$ cat src/rtl/seg_scan_mux.sv
// ============================================================================
//  Module      : seg_scan_mux
//  Description : Time-multiplexing scanner for a common-anode multi-digit
//                seven-segment display. Walks one digit slot at a time with a
//                dark guard interval at the start of each slot, and swaps in
//                new display data only at frame boundaries so digits never tear.
//                Optional macro LEADING_ZERO_BLANK_EN blanks leading zeros
//                (digit 0 is never blanked) when data enters the display register.
//  Revision    : 1.0 - initial release
// ============================================================================
`default_nettype none

module seg_scan_mux #(
    parameter int NUM_DIGITS = 4,
    parameter int PRESCALE   = 100000,
    parameter int GUARD      = 2000
) (
    input  logic                          clk,
    input  logic                          reset,
    input  logic [4*NUM_DIGITS-1:0]       digits_in,
    input  logic [NUM_DIGITS-1:0]         dp_in,
    input  logic                          load,
    output logic [3:0]                    bcd_out,
    output logic [NUM_DIGITS-1:0]         an,
    output logic                          dp_n,
    output logic [$clog2(NUM_DIGITS)-1:0] digit_idx,
    output logic                          frame_done
);

    localparam int IDX_W = $clog2(NUM_DIGITS);
    localparam int CNT_W = $clog2(PRESCALE);
    localparam int DIG_W = 4 * NUM_DIGITS;

    localparam logic [CNT_W-1:0] CNT_MAX  = CNT_W'(PRESCALE - 1);
    localparam logic [CNT_W-1:0] CNT_GRD  = CNT_W'(GUARD);
    localparam logic [IDX_W-1:0] IDX_LAST = IDX_W'(NUM_DIGITS - 1);
    localparam logic [DIG_W-1:0] ALL_BLANK = {DIG_W{1'b1}};

    // Scan state
    logic [CNT_W-1:0]      cnt_q, cnt_d;
    logic [IDX_W-1:0]      idx_q, idx_d;

    // Double-buffered display data
    logic [DIG_W-1:0]      pend_dig_q, pend_dig_d;
    logic [NUM_DIGITS-1:0] pend_dp_q, pend_dp_d;
    logic                  pend_valid_q, pend_valid_d;
    logic [DIG_W-1:0]      disp_dig_q, disp_dig_d;
    logic [NUM_DIGITS-1:0] disp_dp_q, disp_dp_d;

    // Registered display drive
    logic [3:0]            bcd_q, bcd_d;
    logic [NUM_DIGITS-1:0] an_q, an_d;
    logic                  dp_n_q, dp_n_d;

    logic                  slot_end;
    logic                  frame_end;

    // Leading-zero suppression applied as data enters the display register;
    // a run of 0/blank digits from the top is blanked, digit 0 always shown.
    function automatic logic [DIG_W-1:0] lz_blank(input logic [DIG_W-1:0] d);
        logic [DIG_W-1:0] r;
        r = d;
`ifdef LEADING_ZERO_BLANK_EN
        begin
            logic lead;
            lead = 1'b1;
            for (int k = NUM_DIGITS - 1; k > 0; k--) begin
                if (lead && (d[4*k +: 4] == 4'h0)) begin
                    r[4*k +: 4] = 4'hF;
                end else if (d[4*k +: 4] != 4'hF) begin
                    lead = 1'b0;
                end
            end
        end
`endif
        return r;
    endfunction

    // Next-state: prescaler, slot index, load buffering and output drive
    always_comb begin
        slot_end  = (cnt_q == CNT_MAX);
        frame_end = slot_end && (idx_q == IDX_LAST);

        cnt_d = slot_end ? '0 : cnt_q + 1'b1;
        idx_d = idx_q;
        if (slot_end) begin
            idx_d = (idx_q == IDX_LAST) ? '0 : idx_q + 1'b1;
        end

        pend_dig_d   = pend_dig_q;
        pend_dp_d    = pend_dp_q;
        pend_valid_d = pend_valid_q;
        disp_dig_d   = disp_dig_q;
        disp_dp_d    = disp_dp_q;

        if (frame_end && load) begin
            // A load in the boundary cycle bypasses the pending buffer
            disp_dig_d   = lz_blank(digits_in);
            disp_dp_d    = dp_in;
            pend_valid_d = 1'b0;
        end else if (load) begin
            pend_dig_d   = digits_in;
            pend_dp_d    = dp_in;
            pend_valid_d = 1'b1;
        end else if (frame_end && pend_valid_q) begin
            disp_dig_d   = lz_blank(pend_dig_q);
            disp_dp_d    = pend_dp_q;
            pend_valid_d = 1'b0;
        end

        // Outputs track the post-edge slot position and display contents
        if (cnt_d < CNT_GRD) begin
            an_d   = '1;
            bcd_d  = 4'hF;
            dp_n_d = 1'b1;
        end else begin
            an_d   = ~(NUM_DIGITS'(1) << idx_d);
            bcd_d  = disp_dig_d[{idx_d, 2'b00} +: 4];
            dp_n_d = ~disp_dp_d[idx_d];
        end
    end

    // State and output registers
    always_ff @(posedge clk or posedge reset) begin
        if (reset) begin
            cnt_q        <= '0;
            idx_q        <= '0;
            pend_dig_q   <= ALL_BLANK;
            pend_dp_q    <= '0;
            pend_valid_q <= 1'b0;
            disp_dig_q   <= ALL_BLANK;
            disp_dp_q    <= '0;
            bcd_q        <= 4'hF;
            an_q         <= '1;
            dp_n_q       <= 1'b1;
        end else begin
            cnt_q        <= cnt_d;
            idx_q        <= idx_d;
            pend_dig_q   <= pend_dig_d;
            pend_dp_q    <= pend_dp_d;
            pend_valid_q <= pend_valid_d;
            disp_dig_q   <= disp_dig_d;
            disp_dp_q    <= disp_dp_d;
            bcd_q        <= bcd_d;
            an_q         <= an_d;
            dp_n_q       <= dp_n_d;
        end
    end

    assign bcd_out    = bcd_q;
    assign an         = an_q;
    assign dp_n       = dp_n_q;
    assign digit_idx  = idx_q;
    assign frame_done = frame_end;

endmodule

`default_nettype wire

$ cat config.mk
export PLATFORM = sky130hd
export DESIGN_NAME = seg_scan_mux
export DESIGN_NICKNAME = d
export VERILOG_FILES = /design/src/rtl/seg_scan_mux.sv
export SDC_FILE = /design/constraint.sdc
export NUM_CORES = 1
export LEC_CHECK = 0
export ABC_AREA = 1
export ABC_CLOCK_PERIOD_IN_PS = 2000
export BUFFER_PORTS_ARGS = -buffer_cell sky130_fd_sc_hd__buf_2
export CAP_MARGIN = 20
export CORE_ASPECT_RATIO = 1.25
export CORE_MARGIN = 2
export CORE_UTILIZATION = 53
export DETAILED_ROUTE_END_ITERATION = 6
export PLACE_DENSITY = 0.76
export SYNTH_ARGS = -nofsm -noshare
export SYNTH_HDL_FRONTEND = slang
export SYNTH_SLANG_ARGS = --single-unit
$ cat constraint.sdc
create_clock -name clk -period 2 [get_ports clk]
set_input_delay 0.2 -clock clk [delete_from_list [all_inputs] [get_ports clk]]
set_output_delay 0.2 -clock clk [all_outputs]
set_load 0.005 [all_outputs]
---- After elaboration in Yosys (flattened, before gate mapping) ----
Index checks and enable logic that the tools add are counted.
Widths: inputs -> output; s select.
word-level totals
  input port bits ......................... 23
  output and inout bits ................... 12
  logic and storage cells ................. 43
  bits in registers ....................... 69
operators by class
  $add $sub $neg .......................... 2
  equality and inequality tests ........... 2
  reduce and logical (&&, ||, !) cells .... 5
  bitwise gates (word level) .............. 3
  $lt $le $gt $ge ......................... 2
  mux-type cells .......................... 17
  shifts and indexed selects .............. 2
operators with widths
  kind                   number
  $mux 16                3
  $mux 4                 5
  $add 17x1->17 const B  1
  $eq 17x17->1 const B   1
  $lt 17x11->1 const B   1
  $mux 17                1
  $shiftx 16x5->4        1
  $mux 1                 5
  $mux 2                 2
  $not 4->4              1
  $shl 1x2->4 const A    1
  $logic_and 1x1->1      3
  $lt 2x3->1 const B     1
  $reduce_bool 3->1      1
  $add 2x1->2 const B    1
  $bmux 1 s2             1
  $eq 2x2->1 const B     1
  $not 1->1              2
  $reduce_and 2->1       1

---- Longest topological paths before layout ----
Gate-level depths: netlist of the first run.
  depth after elaboration ................. 10
  depth in mapped cells ................... 14
  depth with buffers taken out ............ 14

---- Worst setup path before layout of the first run ----
OpenSTA, ideal clock, no wires.
  path type ............................... reg2reg
  start ................................... register cnt_q[0]
  end ..................................... register pend_dp_q[3]
  clock period less this slack ............ 1916 ps
  setup time .............................. 125 ps
  setup slack ............................. 84 ps
  path buffers ............................ 1
  cell stages (with the launch flop) ...... 10
  required time ........................... 1875 ps
  arrival ................................. 1791 ps
  path through ............................ dfrtp_1 -> ha_1 -> nand2_1 -> nor2_2 -> nand3_2 -> nor2_8 -> nand2_4 -> nand2_1 -> buf_2 -> mux2_2
between the ends
  longest elaborated chain between the ends .. 5
RTL lines
  item                        line  source
  from (decl)                 40    logic [CNT_W-1:0] cnt_q, cnt_d;
  from (signal assigned)      137   cnt_q <= cnt_d;
  $eq 17x17->1                81    slot_end = (cnt_q == CNT_MAX);
  $logic_and 1x1->1           82    frame_end = slot_end && (idx_q == IDX_LAST);
  $logic_and 1x1->1           96    if (frame_end && load) begin
  $not 1->1 (no line)         --
  $reduce_and 2->1 (no line)  --
  to (signal assigned)        140   pend_dp_q <= pend_dp_d;
  to (decl)                   45    logic [NUM_DIGITS-1:0] pend_dp_q, pend_dp_d;
No other way between the ends.
A chain may end at the register's enable or synchronous reset.

---- Worst setup path after layout of the first run ----
  start ................................... register cnt_q[0]
  end ..................................... register bcd_q[2] (netlist: bcd_out[2])
between the ends
  longest elaborated chain between the ends .. 8
  elaborated cells on any way between the ends .. 13
  those cells by class .................... add/sub (1); order compare (1); eq/ne (1); shift (1); mux (6); reduce/logical (3)
RTL lines
  item                                                   line  source
  branches (longest 7 deep; another with $add 17x1->17)  --
  $mux 4 (*)                                             112   if (cnt_d < CNT_GRD) begin
  named net bcd_d[2]                                     51    logic [3:0] bcd_q, bcd_d;
  to (signal assigned)                                   133   bcd_q <= 4'hF;
  to (signal assigned)                                   144   bcd_q <= bcd_d;
  to (decl)                                              51
Mark *: on every way through the listed nets, which the timed path passes.

==> results.sh, run 1 <==
export IMPL_critPathLaunch="cnt_q[0]"
export IMPL_tns_ns=-0.127
export IMPL_hold_class="in -> reg"
export IMPL_design_area_sq_um=4960
export IMPL_worstSetupPathType="reg -> reg"
export IMPL_yosys_area_top_type="dfstp_2"
export IMPL_internal_power_w=0.00240
export IMPL_die_area_sq_um=7410
export IMPL_cts_sinks=69
export IMPL_r2r_end="bcd_out[2]"
export IMPL_diodes=0
export IMPL_wl_per_cell_um=15.1
export IMPL_grt_pass1_vias=3107
export IMPL_p_leak_nw=2.54
export IMPL_clock_skew_ns=0.0108
export IMPL_drtIter0Drc=119
export IMPL_period_needed_ns=2.08
export IMPL_drcViolationCount=0
export IMPL_ys_ff_latch=69
export IMPL_syn_inst=441
export IMPL_timing_slew_headroom=0.732
export IMPL_p_sw_w=0.000645
export IMPL_postSynthAreaPerCell_sq_um=8.09
export IMPL_power_density_nw_per_um2=614
export IMPL_clk_latency_ns=0.34
export IMPL_cts_tree="done"
export IMPL_crit_top_cell="nor2_1"
export IMPL_rows=33
export IMPL_routed_via_density=5.20
export IMPL_postPlaceCellArea_sq_um=4180
export IMPL_grt_start_max_net_pins=70
export IMPL_core_area_sq_um=6520
export IMPL_seqPwrFrac=0.497
export IMPL_violations="setup timing"
export IMPL_ant_nets=0
export IMPL_synth_cell_type_count=28
export IMPL_path_max_fanout=6
export IMPL_fin_crit_sh=1.04
export IMPL_critPathMaxStageDelay_ns=0.40
export IMPL_status="complete, but fails checks"
export IMPL_fin_hold_ws_ns=0.100
export IMPL_comb_power_share=0.062
export IMPL_cp_slowest_cell="dfrtp_1"
export IMPL_setup_slack_ns=-0.0783
export IMPL_area_growth_pct=39.1
export IMPL_ios=35
export IMPL_wirelength_mm=9.54
export IMPL_worst_slew_pin_slew_ns=0.398
export IMPL_cts_root_buf="clkbuf_8"
export IMPL_maxCapViolCount=0
export IMPL_reg2reg_depth=13
export IMPL_rsz0062_at_grt="true"
export IMPL_overflow=0
export IMPL_start_kind="flop"
export IMPL_die_height_um=95.7
export IMPL_maxSlewViolCount=0
export IMPL_vias=3283
export IMPL_hold_viol=0
export IMPL_rr_startpoint="cnt_q[0]"
export IMPL_grt_usage=0.253
export IMPL_ir_drop_mv=0.585
export IMPL_die_w_um=77.4
export IMPL_path_cells="ha_4, nand2_4, nor2_4, nand3_4, nor2_8, nand2_4, nor2_8, buf_12, nor2_1, nor2_1, nor2_1, nor2_2, nand3_2"
export IMPL_yosysSeqAreaShare=0.498
export IMPL_yosys_warnings=0
export IMPL_arrival_ns=2.35
export IMPL_synth_top_cell_area_share=0.302
export IMPL_h_tree_depth=3
export IMPL_path_clk_slew_ns=0.07
export IMPL_dp_cells=595
export IMPL_setup_viol=5
export IMPL_dpl_hpwl_mm=6.36
export IMPL_finalNonFillerCells=631
export IMPL_start_util=0.547
export IMPL_final_layout_size_suffix_gt1_frac=0.458
export IMPL_cp_end_kind="flop"
export IMPL_drtPass1Iterations=4
export IMPL_grt_first_pass_wirelength_mm=14.4
export IMPL_fmax_mhz=481
export IMPL_antenna_found_initial=0
export IMPL_ff2ff_setup_slack_ns=-0.08
export IMPL_cts_buffers_inserted=9
export IMPL_nNetsFinal=564
export IMPL_portBuffers=34
export IMPL_clock_path_buffers=2
export IMPL_crit_required_ns=2.27
export IMPL_yosys_top_cells_area="dfstp_2 30%, dfrtp_1 20%, nand2_1 13%"
export IMPL_synth_net_count=466
export IMPL_p_clk_frac=0.440
export IMPL_setup_worst_path_end="bcd_out[2]"
export IMPL_switching_share=0.212
export IMPL_syn_area_sq_um=3570
export IMPL_place_gp_congestion=0.958
how the worst min path moves through the flow:
stage	start	endpoint	slack, ns	cells past startpoint
6_report	digits_in[5]	pend_dig_q[5]	0.10	3
5_1_grt	digits_in[14]	pend_dig_q[14]	0.09	2
4_1_cts	digits_in[4]	pend_dig_q[4]	0.08	3
3_5_place_dp	reset	cnt_q[0]	0.30	3
3_3_place_gp	reset	cnt_q[5]	0.30	3
2_1_floorplan	digits_in[2]	pend_dig_q[2]	0.31	2
cell usage in the layout (no fill, tap or decap), types with 4 or more instances in the layout:
cell	n
nand4_1	26
clkbuf_8	9
inv_2	4
buf_4	50
nor2_1	33
buf_6	11
mux2_2	14
nor2_4	10
dfrtp_1	28
buf_12	6
nor2_2	12
nor3_1	5
buf_2	33
o21ai_0	4
nand2_2	18
dfstp_2	41
inv_1	53
nand2_4	4
nand3_2	14
nand2_1	106
nand3_1	30
area by class of cell:
| class | count | area (sq um) |
|---|---|---|
| clock inverter | 6 | 111 |
| multi-input combinational | 298 | 1790 |
| inverter | 59 | 228 |
| timing repair buffer | 102 | 820 |
| clock buffer | 10 | 128 |
| sequential | 69 | 1780 |
| fill | 470 | 1560 |
| tap | 87 | 109 |
metal layers:
| layer | share of wire | routed length (um) | global-route usage |
|---|---|---|---|
| met1 | 0.39 | 3680 | 0.289 |
| met2 | 0.55 | 5210 | 0.460 |
| met3 | 0.034 | 327 | 0.0432 |
| met4 | 0.033 | 318 | 0.125 |
| met5 | 0 | 0 | 0 |
through the flow:
step / utilization / total power, W / worst slack (ns)
after floorplan: - / 0.00163 / 0.0842
after global placement: 0.640 / 0.00170 / -0.123
after detailed placement: 0.640 / 0.00171 / -0.129
after CTS: 0.692 / 0.00305 / -0.0262
after global routing: 0.761 / 0.00316 / -0.198
final: 0.761 / 0.00305 / -0.0783
timing repair:
action / CTS / global route
setup buffers: 6 / 11
hold buffers: 1 / 0
cloned: 0 / 2
endpoints found under the hold margin: 28 / 0
pin swaps: 3 / 24
setup endpoints to repair: 10 / 29
gates resized for setup: 14 / 80
cells by family (layout without fill, tap and decap cells):
kind of cell | count (synthesis) | in the layout | synth area share
adders and majority gates | 2 | 2 | 0.00701
DFF | 69 | 69 | 0.498
AOI/OAI and AO/OA | 9 | 9 | 0.0137
xor gates and xnor gates | 4 | 4 | 0.00982
muxes | 14 | 14 | 0.0442
and+or+nand+nor | 269 | 269 | 0.342
buffers and inverters | 74 | 177 | 0.0852
critical path, delay by kind of cell (launching register included):
kind	cells	cell delay, ns
fa+ha+maj	1	0.19
simple gates	11	1.29
buf+inv	1	0.12
flops	1	0.40
sequential cells by signal (all words and copies together) (netlist names):
register      cells
digit_idx         2
pend_valid_q      1
cnt_q            17
bcd_out           4
pend_dp_q         4
disp_dig_q       16
disp_dp_q         4
an                4
dp_n              1
pend_dig_q       16
power by group through the flow:
stage | clock network (W) | logic, W | registers, W
after floorplan | 0 | 0.000104 | 0.00153
after global placement | 0 | 0.000165 | 0.00153
after detailed placement | 0 | 0.000170 | 0.00154
after CTS | 0.00136 | 0.000173 | 0.00151
after global routing | 0.00143 | 0.000211 | 0.00152
final | 0.00134 | 0.000190 | 0.00151
cell usage after synthesis:
master	instances
xor2_1	4
buf_2	6
dfstp_2	41
nor3_1	8
clkbuf_1	5
o21ai_1	1
nand3_2	3
nor2_1	50
inv_2	2
nand3b_1	1
mux2_2	14
nor4_1	1
dfrtp_1	28
nand4_1	26
a21oi_1	1
nand2_1	127
nor2_8	2
buf_1	1
nand2_4	1
nand3_1	44
o21ai_2	1
or2_2	1
buf_4	1
buf_6	2
nor2_2	5
o21ai_0	6
ha_1	2
inv_1	57
Note: power is estimated with default switching activity, not from simulation.
==> inputs of run 2 (changes only) <==
--- a/config.mk
+++ b/config.mk
@@ -7,13 +7,13 @@
 export LEC_CHECK = 0
 export ABC_AREA = 1
 export ABC_CLOCK_PERIOD_IN_PS = 2000
-export BUFFER_PORTS_ARGS = -buffer_cell sky130_fd_sc_hd__buf_2
 export CAP_MARGIN = 20
 export CORE_ASPECT_RATIO = 1.25
 export CORE_MARGIN = 2
-export CORE_UTILIZATION = 53
+export CORE_UTILIZATION = 57
 export DETAILED_ROUTE_END_ITERATION = 6
-export PLACE_DENSITY = 0.76
+export DONT_BUFFER_PORTS = 1
+export PLACE_DENSITY = 0.75
 export SYNTH_ARGS = -nofsm -noshare
 export SYNTH_HDL_FRONTEND = slang
 export SYNTH_SLANG_ARGS = --single-unit
==> results.sh, run 2 (synthesis gave the netlist of run 1 again) <==
export IMPL_p_leak_nw=2.38
export IMPL_drcViolationCount=0
export IMPL_period_needed_ns=2.04
export IMPL_worstSetupPathType="reg -> reg"
export IMPL_setup_slack_ns=-0.0390
export IMPL_status="complete, but fails checks"
export IMPL_arrival_ns=2.33
export IMPL_worstHoldEndpoint="pend_dp_q[0]"
export IMPL_p_clk_frac=0.369
export IMPL_seqPwrFrac=0.564
export IMPL_wl_per_cell_um=16.9
export IMPL_place_gp_congestion=0.968
export IMPL_overflow=0
export IMPL_routed_via_density=5.48
export IMPL_fin_crit_sh=1.02
export IMPL_diodes=0
export IMPL_critPathMaxStageDelay_ns=0.35
export IMPL_power_density_nw_per_um2=569
export IMPL_hold_viol=0
export IMPL_clk_latency_ns=0.35
export IMPL_fmax_mhz=490
export IMPL_layout_commonest_cell="nand2_1"
export IMPL_final_util=0.771
export IMPL_clock_path_buffers=2
export IMPL_drtIter0Drc=158
export IMPL_ant_nets=0
export IMPL_vias=3311
export IMPL_design_area_sq_um=4730
export IMPL_largest_register_ffs=17
export IMPL_maxCapViolCount=0
export IMPL_worst_path_buf_inv=2
export IMPL_ios=35
export IMPL_die_area_sq_um=6910
export IMPL_r2r_end="bcd_out[3]"
export IMPL_cts_root_buf="clkbuf_8"
export IMPL_switching_share=0.236
export IMPL_worst_slew_pin_slew_ns=0.364
export IMPL_start_util=0.583
export IMPL_path_cells="ha_2, nand2_2, nor2_4, nand3_2, nor2_8, nand2_4, nor2_8, bufbuf_16, nand2_1, nand3_1, nand2_1, inv_1, nor2_1, nand3_1"
export IMPL_die_height_um=92.5
export IMPL_reg2reg_depth=14
export IMPL_core_area_sq_um=6130
export IMPL_multi_input_area_sq_um=1690
export IMPL_n_fill_cell=406
export IMPL_area_growth_pct=32.4
export IMPL_hold_depth=2
export IMPL_rr_startpoint="cnt_q[1]"
export IMPL_dpl_hpwl_mm=6.29
export IMPL_rsz0062_at_grt="true"
export IMPL_hold_start="dp_in[0]"
export IMPL_cts_buffers_inserted=9
export IMPL_comb_power_share=0.067
export IMPL_nNetsFinal=539
export IMPL_drtPass1Iterations=4
export IMPL_die_w_um=74.8
export IMPL_antenna_found_initial=0
export IMPL_path_max_fanout=6
export IMPL_layout_common_cells="111 x nand2_1, 50 x inv_1, 43 x nor2_1"
export IMPL_rows=32
export IMPL_ff2ff_setup_slack_ns=-0.04
export IMPL_crit_family="simple AND/OR/NAND/NOR gates"
export IMPL_cp_slowest_cell="dfrtp_1"
export IMPL_largest_register="cnt_q"
export IMPL_grt_first_pass_wirelength_mm=15.4
export IMPL_violations="setup timing"
export IMPL_grt_usage=0.301
export IMPL_p_sw_w=0.000636
export IMPL_clock_skew_ns=0.0109
export IMPL_cp_end_kind="flop"
export IMPL_postPlaceCellArea_sq_um=3920
export IMPL_grt_start_max_net_pins=70
export IMPL_ir_drop_mv=0.675
export IMPL_maxSlewViolCount=0
export IMPL_wirelength_mm=10.2
export IMPL_cts_sinks=69
export IMPL_hold_class="in -> reg"
export IMPL_tns_ns=-0.121
export IMPL_setup_viol=4
export IMPL_power_w=0.00269
export IMPL_path_clk_slew_ns=0.07
export IMPL_top_regs="cnt_q x17, disp_dig_q x16, pend_dig_q x16"
export IMPL_cts_tree="done"
export IMPL_grt_pass1_vias=3346
export IMPL_start_kind="flop"
export IMPL_pre_cts_slack_ns=-0.0350
export IMPL_h_tree_depth=3
export IMPL_final_layout_size_suffix_gt1_frac=0.364
export IMPL_timing_slew_headroom=0.757
export IMPL_portBuffers=0
export IMPL_regArea_sq_um=1780
export IMPL_internal_power_w=0.00205
export IMPL_crit_required_ns=2.29
## run 2: power by group through the flow
stage | Clock (W) | Combinational, W | Sequential, W
after global placement | 0 | 0.000132 | 0.00153
final | 0.000991 | 0.000180 | 0.00152
after floorplan | 0 | 0.000104 | 0.00153
after global routing | 0.00106 | 0.000199 | 0.00152
after detailed placement | 0 | 0.000136 | 0.00153
after CTS | 0.00101 | 0.000171 | 0.00151
## run 2: layout make-up
type                       count  share of cell area
clock buffer                  12              0.0307
clock inverter                 4             0.00530
inverter                      59              0.0477
multi-input combinational    298               0.358
sequential                    69               0.377
tap                           85              0.0225
timing repair buffer          77               0.159
## run 2: worst reg2reg max path, stage by stage, from the launching register on
cell       delay, ns
dfrtp_1         0.35
ha_2            0.20
nand2_2         0.06
nor2_4          0.11
nand3_2         0.12
nor2_8          0.15
nand2_4         0.11
nor2_8          0.16
bufbuf_16       0.28
nand2_1         0.07
nand3_1         0.11
nand2_1         0.07
inv_1           0.05
nor2_1          0.05
nand3_1         0.09
## run 2: stage by stage
step,std cells,hold WS [ns]
after floorplan,441,0.314
after global placement,549,0.184
after detailed placement,549,0.190
after CTS,595,0.00140
after global routing,604,0.0192
final,604,0.00659
## run 2: how the worst max path moves through the flow
stage / start / to / slack (ns) / depth (start not counted)
floorplan: cnt_q[0] / pend_dp_q[3] / 0.08 / 9
global placement: cnt_q[13] / bcd_out[1] / 0.04 / 14
detailed placement: cnt_q[0] / bcd_out[2] / -0.03 / 14
CTS: cnt_q[1] / bcd_out[3] / -0.001 / 14
global route: cnt_q[1] / bcd_out[3] / -0.16 / 14
finish: cnt_q[1] / bcd_out[3] / -0.04 / 14
## run 2: what timing repair did
action                                 4_1_cts  5_1_grt
endpoints found under the hold margin       48        2
pin swaps                                    8       21
gates cloned                                 1        1
hold buffers                                20        2
setup endpoints to repair                    8       12
resized for setup                           11       63
buffers inserted                            10        6
## run 2: routing by layer
layer | wire, um | track usage | share of wire
met1 | 3580 | 0.320 | 0.35
met2 | 5580 | 0.527 | 0.55
met3 | 479 | 0.0718 | 0.047
met4 | 563 | 0.170 | 0.055
met5 | 0 | 0 | 0
